**src/rtl/controlador_interrupciones_pkg.sv**
```systemverilog
// Shared constants for the interrupt controller: line count, register map
// and request FSM states.
package int_pkg;

  localparam int N_FUENTES = 8;

  localparam logic [1:0] DIR_MASCARA = 2'd0;
  localparam logic [1:0] DIR_PEND    = 2'd1;
  localparam logic [1:0] DIR_ENSERV  = 2'd2;
  localparam logic [1:0] DIR_CTRL    = 2'd3;

  typedef enum logic {REPOSO, PETICION} estado_t;

  function automatic logic [N_FUENTES-1:0] one_hot(input logic [2:0] idx);
    return N_FUENTES'(1) << idx;
  endfunction

endpackage

```
**src/rtl/controlador_interrupciones_if.sv**
```systemverilog
// Interrupt controller bus: sources, register port and cpu handshake.
// master = cpu/gestor_e_s side, slave = controller.
interface controlador_interrupciones_if #(
  parameter int ANCHO_DIR = 10
) ();
  import int_pkg::*;

  logic [N_FUENTES-1:0] fuentes;
  logic                 sel;
  logic                 we;
  logic [1:0]           reg_dir;
  logic [7:0]           wdatos;
  logic [7:0]           rdatos;
  logic                 irq;
  logic [ANCHO_DIR-1:0] vector;
  logic                 ack;
  logic                 eoi;

  modport master (
    output fuentes, sel, we, reg_dir, wdatos, ack, eoi,
    input  rdatos, irq, vector
  );

  modport slave (
    input  fuentes, sel, we, reg_dir, wdatos, ack, eoi,
    output rdatos, irq, vector
  );

endinterface

```
**src/rtl/controlador_interrupciones_codificador.sv**
```systemverilog
// Priority encoder: reports whether any bit is set and the lowest set index.
module codificador_prioridad
  import int_pkg::*;
(
  input  logic [N_FUENTES-1:0] i_entrada,
  output logic                 o_valido,
  output logic [2:0]           o_idx
);

  // NOTE: every output of an always_comb gets a default first, otherwise a latch is inferred.
  always_comb begin
    o_valido = |i_entrada;
    o_idx    = '0;
    for (int i = N_FUENTES - 1; i >= 0; i--) begin
      if (i_entrada[i]) o_idx = 3'(i);
    end
  end

endmodule

```
**src/rtl/controlador_interrupciones.sv**
```systemverilog
// Interrupt controller: edge capture, mask/enable, priority, cpu request FSM.
// Define ANIDAMIENTO_INT_EN to allow strictly-higher-priority preemption.
module controlador_interrupciones
  import int_pkg::*;
#(
  parameter int                   N_FUENTES   = 8,
  parameter int                   ANCHO_DIR   = 10,
  parameter logic [ANCHO_DIR-1:0] VECTOR_BASE = 10'h3C0,
  parameter int                   VECTOR_PASO = 4
) (
  input  logic                          clk,
  input  logic                          reset,
  controlador_interrupciones_if.slave   bus
);

  logic [N_FUENTES-1:0] r_mascara, r_pend, r_enserv, r_prev;
  logic                 r_ctrl_en;
  estado_t              r_estado;
  logic                 r_irq;
  logic [ANCHO_DIR-1:0] r_vector;
  logic [2:0]           r_idx;

  logic [N_FUENTES-1:0] w_flancos, w_w1c, w_permitidas, w_elegibles;
  logic [N_FUENTES-1:0] w_eoi_clr, w_ack_bit;
  logic                 w_wr, w_acepta;
  logic                 w_serv_valido, w_eleg_valido;
  logic [2:0]           w_serv_idx, w_eleg_idx;
  logic [ANCHO_DIR-1:0] w_vector_nuevo;

  assign w_flancos = bus.fuentes & ~r_prev;
  assign w_wr      = bus.sel & bus.we;
  assign w_w1c     = (w_wr && bus.reg_dir == DIR_PEND) ? bus.wdatos : '0;
  assign w_acepta  = (r_estado == PETICION) && bus.ack;
  assign w_ack_bit = w_acepta ? one_hot(r_idx) : '0;
  assign w_eoi_clr = (bus.eoi && w_serv_valido) ? one_hot(w_serv_idx) : '0;

  codificador_prioridad u_cod_serv (
    .i_entrada (r_enserv),
    .o_valido  (w_serv_valido),
    .o_idx     (w_serv_idx)
  );

`ifdef ANIDAMIENTO_INT_EN
  // Only lines strictly above the highest-priority in-service line may preempt.
  always_comb begin
    w_permitidas = '1;
    if (w_serv_valido) begin
      for (int i = 0; i < N_FUENTES; i++) w_permitidas[i] = (3'(i) < w_serv_idx);
    end
  end
`else
  assign w_permitidas = w_serv_valido ? '0 : '1;
`endif

  assign w_elegibles = r_pend & r_mascara & {N_FUENTES{r_ctrl_en}} & w_permitidas;

  codificador_prioridad u_cod_eleg (
    .i_entrada (w_elegibles),
    .o_valido  (w_eleg_valido),
    .o_idx     (w_eleg_idx)
  );

  assign w_vector_nuevo = VECTOR_BASE + ANCHO_DIR'(VECTOR_PASO * int'(w_eleg_idx));

  // NOTE: sequential state uses non-blocking assignments so every register samples pre-edge values.
  always_ff @(posedge clk or posedge reset) begin
    if (reset) begin
      r_mascara <= '0;
      r_pend    <= '0;
      r_enserv  <= '0;
      r_prev    <= '0;
      r_ctrl_en <= 1'b0;
    end else begin
      r_prev   <= bus.fuentes;
      // A new edge wins over both a W1C and the ack clear in the same cycle.
      r_pend   <= (r_pend & ~w_w1c & ~w_ack_bit) | w_flancos;
      r_enserv <= (r_enserv & ~w_eoi_clr) | w_ack_bit;
      if (w_wr && bus.reg_dir == DIR_MASCARA) r_mascara <= bus.wdatos;
      if (w_wr && bus.reg_dir == DIR_CTRL)    r_ctrl_en <= bus.wdatos[0];
    end
  end

  always_ff @(posedge clk or posedge reset) begin
    if (reset) begin
      r_estado <= REPOSO;
      r_irq    <= 1'b0;
      r_vector <= '0;
      r_idx    <= '0;
    end else begin
      case (r_estado)
        REPOSO: begin
          if (w_eleg_valido) begin
            r_estado <= PETICION;
            r_irq    <= 1'b1;
            r_vector <= w_vector_nuevo;
            r_idx    <= w_eleg_idx;
          end
        end
        PETICION: begin
          if (bus.ack) begin
            r_estado <= REPOSO;
            r_irq    <= 1'b0;
          end
        end
        default: r_estado <= REPOSO;
      endcase
    end
  end

  always_comb begin
    bus.rdatos = '0;
    if (bus.sel) begin
      case (bus.reg_dir)
        DIR_MASCARA: bus.rdatos = r_mascara;
        DIR_PEND:    bus.rdatos = r_pend;
        DIR_ENSERV:  bus.rdatos = r_enserv;
        DIR_CTRL:    bus.rdatos = {7'b0, r_ctrl_en};
        default:     bus.rdatos = '0;
      endcase
    end
  end

  assign bus.irq    = r_irq;
  assign bus.vector = r_vector;

endmodule

```
**src/flat_wrapper.sv**
```systemverilog
// flat-port wrapper written by rule: the top's interface ports become plain ports
module controlador_interrupciones_flat import int_pkg::*;
#(
  parameter int                   N_FUENTES   = 8,
  parameter int                   ANCHO_DIR   = 10,
  parameter logic [ANCHO_DIR-1:0] VECTOR_BASE = 10'h3C0,
  parameter int                   VECTOR_PASO = 4
)
  (clk, reset, bus_fuentes, bus_sel, bus_we, bus_reg_dir, bus_wdatos, bus_ack, bus_eoi, bus_rdatos, bus_irq, bus_vector);
  controlador_interrupciones_if #(.ANCHO_DIR(ANCHO_DIR)) bus_i ();
  input  logic clk;
  input  logic reset;
  input wire logic [$bits(bus_i.fuentes)-1:0] bus_fuentes;
  input wire logic [$bits(bus_i.sel)-1:0] bus_sel;
  input wire logic [$bits(bus_i.we)-1:0] bus_we;
  input wire logic [$bits(bus_i.reg_dir)-1:0] bus_reg_dir;
  input wire logic [$bits(bus_i.wdatos)-1:0] bus_wdatos;
  input wire logic [$bits(bus_i.ack)-1:0] bus_ack;
  input wire logic [$bits(bus_i.eoi)-1:0] bus_eoi;
  output wire logic [$bits(bus_i.rdatos)-1:0] bus_rdatos;
  output wire logic [$bits(bus_i.irq)-1:0] bus_irq;
  output wire logic [$bits(bus_i.vector)-1:0] bus_vector;
  assign bus_i.fuentes = bus_fuentes;
  assign bus_i.sel = bus_sel;
  assign bus_i.we = bus_we;
  assign bus_i.reg_dir = bus_reg_dir;
  assign bus_i.wdatos = bus_wdatos;
  assign bus_i.ack = bus_ack;
  assign bus_i.eoi = bus_eoi;
  assign bus_rdatos = bus_i.rdatos;
  assign bus_irq = bus_i.irq;
  assign bus_vector = bus_i.vector;
  controlador_interrupciones #(.N_FUENTES(N_FUENTES), .ANCHO_DIR(ANCHO_DIR), .VECTOR_BASE(VECTOR_BASE), .VECTOR_PASO(VECTOR_PASO)) u_core (.clk(clk), .reset(reset), .bus(bus_i));
endmodule
```
**config.mk**
```make
export PLATFORM = sky130hd
export DESIGN_NAME = controlador_interrupciones_flat
export DESIGN_NICKNAME = d
export VERILOG_FILES = /design/src/rtl/controlador_interrupciones_pkg.sv /design/src/rtl/controlador_interrupciones_if.sv /design/src/rtl/controlador_interrupciones_codificador.sv /design/src/rtl/controlador_interrupciones.sv /design/src/flat_wrapper.sv
export SDC_FILE = /design/constraint.sdc
export NUM_CORES = 1
export LEC_CHECK = 0
export BUFFER_PORTS_ARGS = -buffer_cell sky130_fd_sc_hd__buf_4
export CAP_MARGIN = 20
export CORE_MARGIN = 2
export CORE_UTILIZATION = 55
export DETAILED_ROUTE_END_ITERATION = 8
export GPL_TIMING_DRIVEN = 0
export PLACE_DENSITY = 0.86
export SYNTH_ARGS = -nofsm -noshare
export SYNTH_HDL_FRONTEND = slang
export SYNTH_SLANG_ARGS = --single-unit
```
**constraint.sdc**
```tcl
create_clock -name clk -period 3.65 [get_ports clk]
set_input_delay 0.365 -clock clk [delete_from_list [all_inputs] [get_ports clk]]
set_output_delay 0.365 -clock clk [all_outputs]
set_load 0.05 [all_outputs]
```
======== Word-level counts from Yosys, hierarchy flattened ========
Index checks and enable logic that the tools add are counted.
storage, ports and cells
  register bits ........................... 48
  input port bits ......................... 24
  output and inout bits ................... 19
  logic and storage cells ................. 70
cells by class
  $add $sub $neg .......................... 1
  equality and inequality tests ........... 5
  shift-type cells ........................ 2
  multiplexer cells ....................... 28
  bitwise gates (word level) .............. 15
  reduce and logical (&&, ||, !) cells .... 10
operator list
  kind                                                               count
  8-bit bitwise AND                                                  7
  3-bit two-way mux                                                  16
  8-bit two-way mux                                                  5
  8-bit NOT                                                          4
  8-bit one-hot mux with 4 select lines                              1
  8-bit OR                                                           2
  8-bit OR reduction                                                 2
  1-bit by 3-bit << shifter with 8-bit output, first input constant  2
  7-bit by 6-bit adder with 8-bit output, first input constant       1
  1-bit logical AND                                                  5
  2-bit == test, second input constant                               2
  1-bit two-way mux                                                  4
  2-bit != test, second input constant                               2
  1-bit one-hot mux with 2 select lines                              2
  2-bit AND reduction                                                2
  2-bit by 1-bit == test with 1-bit output, second input constant    1
  2-bit logical NOT                                                  1
  1-bit bitwise AND                                                  1
  1-bit NOT                                                          1

======== Depth between registers and ports, before layout ========
  depth in word-level cells ............... 13
  mapped depth ............................ 5
  mapped depth without buffers ............ 4

======== Hierarchy ========
From an unflattened synthesis, not the netlist that was laid out.
second synthesis, totals
  cell total of the unflattened synthesis .. 197
  area total of the unflattened synthesis .. 2,029.4 um^2
modules (own cells, without submodules)
  module                      instances  cells each  area an instance (um^2)  seq. area each (um^2)
  controlador_interrupciones  1          171         1,866.8                  975.9
  codificador_prioridad       2          13          81.3                     0.0

======== Worst setup path before layout ========
No wires, ideal clock.
  path kind ............................... input -> output
  start point ............................. input bus_reg_dir[1]
  end point ............................... output bus_rdatos[5]
  arrival ................................. 1,214 ps
  slack ................................... 2,071 ps
  stages on the path ...................... 4
  buffers on the path ..................... 1
  path through ............................ buf_2 -> mux2i_1 -> o21ai_0 -> and2_1
on the way
  word-level cells in the longest chain between the ends .. 3
  elaborated cells between the ends (all ways) .. 6
  those cells by class .................... eq/ne (3); mux (2); reduce/logical (1)
ends and longest elaborated chain
  element                                    RTL line                           RTL
  from (decl)                                flat_wrapper.sv:16                 input wire logic [$bits(bus_i.reg_dir)-1:0] bus_reg_dir;
  2-bit == test (tied with other cells)      controlador_interrupciones.sv:113  case (bus.reg_dir)
  8-bit one-hot mux with 4 select lines (*)  controlador_interrupciones.sv:113
  8-bit two-way mux (*)                      controlador_interrupciones.sv:112  if (bus.sel) begin
  to (decl)                                  flat_wrapper.sv:20                 output wire logic [$bits(bus_i.rdatos)-1:0] bus_rdatos;
Mark *: on every way between the ends. The rest lies on a longest branch, timed or not.

======== Final worst setup path ========
  start point ............................. register u_core.r_ctrl_en
  end point ............................... output bus_rdatos[0]
on the way
  word-level cells in the longest chain between the ends .. 2
ends and longest elaborated chain
  element                                RTL line                           RTL
  from (decl)                            controlador_interrupciones.sv:17   logic r_ctrl_en;
  from (signal assigned)                 controlador_interrupciones.sv:79   if (w_wr && bus.reg_dir == DIR_CTRL) r_ctrl_en <= bus.wdatos[0];
  8-bit one-hot mux with 4 select lines  controlador_interrupciones.sv:113
  8-bit two-way mux                      controlador_interrupciones.sv:112
No other way between the ends.

==> results.ini <==
[status]
outcome = completed

[timing]
fmax_mhz = 509
worst_pin_slew_ns = 0.793
rsz0062_at_grt = no
setup_viol = 0
slew_viol_final = 0
fin_crit_ns = 1.96
hold_viol = 0
relSlewSlack_pct = 47.1
fin_crit_sh_pct = 53.8
fin_tns_setup_ns = 0
fin_skew_ns = 0.00237

[placed_design]
dp_hpwl_um = 3220
io_buffers = 39
gp_congestion = 0.919

[synthesis]
syn_inst = 188
ys_seq_area_share_pct = 49.6
synth_area_leaders = dfrtp_1 50%, nand2_1 6.3%, mux2_2 5.2%
yosys_warnings = 0
synth_top_area_share_pct = 49.6
synth_cell_types = 40
yosys.area.top_type = dfrtp_1
syn_avg_cell_area_um2 = 10.5
syn_area_um2 = 1970
ys_ff_latch = 39

[clock_network]
cts_tree = done
clk_path_buf_depth = 2
cts-hold-fix-buffers = 0
cts_resized = 0
numCtsBuffers = 5
cts_sinks = 39
htree_levels = 2
clk_pin_slew_worst_paths_ns = 0.11
post_cts_buffers = 0
cts_root_buf = clkbuf_4
insertion_delay_ns = 0.35

[worst_setup_path]
cp-start-kind = flop
crit_path_end = bus_rdatos[0]
crit_chain = mux4_2 -> and2_1 -> buf_4
critPathBufInv = 1
path_class = flop to output port
cp_data_arrival_time_ns = 1.60
reg2reg_depth = 4
slowest_stage = mux4_2
r2r-start = u_core.r_estado
r2r-end = u_core.r_idx[0]
cpPeakStageDelay_ns = 0.47
r2r_setup_slack_ns = 2.04
crit_family = multiplexers
required_ns = 3.28
path_depth = 3
worstPathMaxFanout = 4
endpoint_kind = output port
cp-startpoint = u_core.r_ctrl_en

[floorplanning]
core_um2 = 3390
die_w_um = 63.8
die_h_um = 63.8
die-area_um2 = 4070
num_rows = 21
io_pins = 43
initial_utilization_pct = 58.0

[global_route]
grt_pass1_wl_um = 7180
grt_antenna_before_repair = 0
grt_max_degree = 40
grt_pass1_vias = 1522
grt_usage_pct = 23.1
grt-ovfl-total = 0

[detailed_routing]
dr.pass1.iters = 4
viasPerCell = 5.42
route.detailed.drc = 0
via_count = 1533
wl_per_cell_um = 15.2
totalWireLength_um = 4290
drt_iter0_drc = 99
final_antenna_net_count = 0

[pwr]
p_per_area_nw_per_um2 = 621
irDropWorstVdd_mv = 0.378
power_w = 0.00150
p_leak_nw = 1.15

[layout]
area_growth_pct = 22.6
nets = 260
final_core_util_pct = 71.1
drive_above_1_share_pct = 33.3
insertedDiodeCount = 0

[run]
max_cap_violations = 0

[min_path]
hp-class = input pin to flop

[per-stage QoR]
step	cell area [µm²]	hold slack, ns	std cells	setup slack [ns]
floorplan	1970	0.396	190	2.07
global placement	2320	0.469	275	1.89
detailed placement	2320	0.472	275	1.89
CTS	2410	0.110	283	1.68
global route	2410	0.0941	283	1.64
finish	2410	0.120	283	1.69
[sequential cells by signal (all words and copies together), names as in the netlist]
register,cells
u_core.bus.irq,1
u_core.bus.vector,2
u_core.r_ctrl_en,1
u_core.r_enserv,8
u_core.r_estado,1
u_core.r_idx,2
u_core.r_mascara,8
u_core.r_pend,8
u_core.r_prev,8
[cell families (layout without fill, tap and decap cells)]
group                  count (synthesis)  in the layout  synth area share, %
buffers and inverters                 22             69                 5.53
and+or+nand+nor                       72             72                 20.0
muxes                                 19             19                 11.1
DFF                                   39             39                 49.6
other                                  1              3                0.191
AOI/OAI and AO/OA                     35             35                 13.5
[cell usage after synthesis, drive strengths merged]
cell type,count
a21boi,1
a21o,2
a21oi,1
a22o,5
a22oi,2
a311oi,1
a32o,7
and2,10
and2b,1
and3,1
and3b,1
buf,9
conb,1
dfrtp,39
inv,13
mux2,10
mux2i,8
mux4,1
nand2,33
nand2b,2
nand3,3
nand3b,1
nand4,2
nor2,7
nor2b,3
nor3,2
nor3b,1
nor4,2
o211ai,1
o21ai,12
o221ai,1
o22a,1
o31ai,1
or2,1
or3,2
[cell usage in the layout (no fill, tap or decap), drive strengths merged, types with 2 or more instances in the layout]
cell and count:
a22o 5, nand4 2, o21ai 12, inv 13, nand2 33, clkbuf 6
a22oi 2, a32o 7, nand2b 2, nand3 3, nor2b 3, nor3 2
dfrtp 39, nor2 7, or3 2, and2 10, a21o 2, nor4 2
conb 3, mux2 10, buf 48, mux2i 8
[layer usage]
metal	GRT usage, %	share of wire (%)	up-vias
li1	-	-	743
met1	30.5	43	736
met2	37.0	49	47
met3	6.69	7.3	7
met4	7.07	1.4	0
met5	0	0	-
[where the power goes]
part,total [W],switching [W],internal [W]
Sequential,0.000636,0.000110,0.000526
Clock,0.000303,0.000141,0.000162
Combinational,0.000559,0.000312,0.000247
Total,0.00150,0.000563,0.000935
[how the worst min path moves through the flow]
stage	startpoint	slack, ns	cells after the start	to
after detailed placement	u_core.bus.irq	0.47	1	u_core.bus.irq
after floorplan	bus_fuentes[0]	0.40	0	u_core.r_prev[0]
after global placement	u_core.bus.irq	0.47	1	u_core.bus.irq
final	bus_fuentes[7]	0.12	1	u_core.r_prev[7]
after global routing	bus_fuentes[0]	0.09	1	u_core.r_prev[0]
after CTS	bus_fuentes[3]	0.11	1	u_core.r_prev[3]
[final cells by class]
cell class / count / area [µm²]
multi-input cells: 129 / 890
fillers: 260 / 978
clock buffers: 6 / 51.3
inverters: 13 / 48.8
repair buffers: 39 / 293
plain buffers: 9 / 60.1
clock inverters: 2 / 35.0
flip-flops and latches: 39 / 976
well taps: 46 / 57.6
Power figures use the tool's default switching activity.
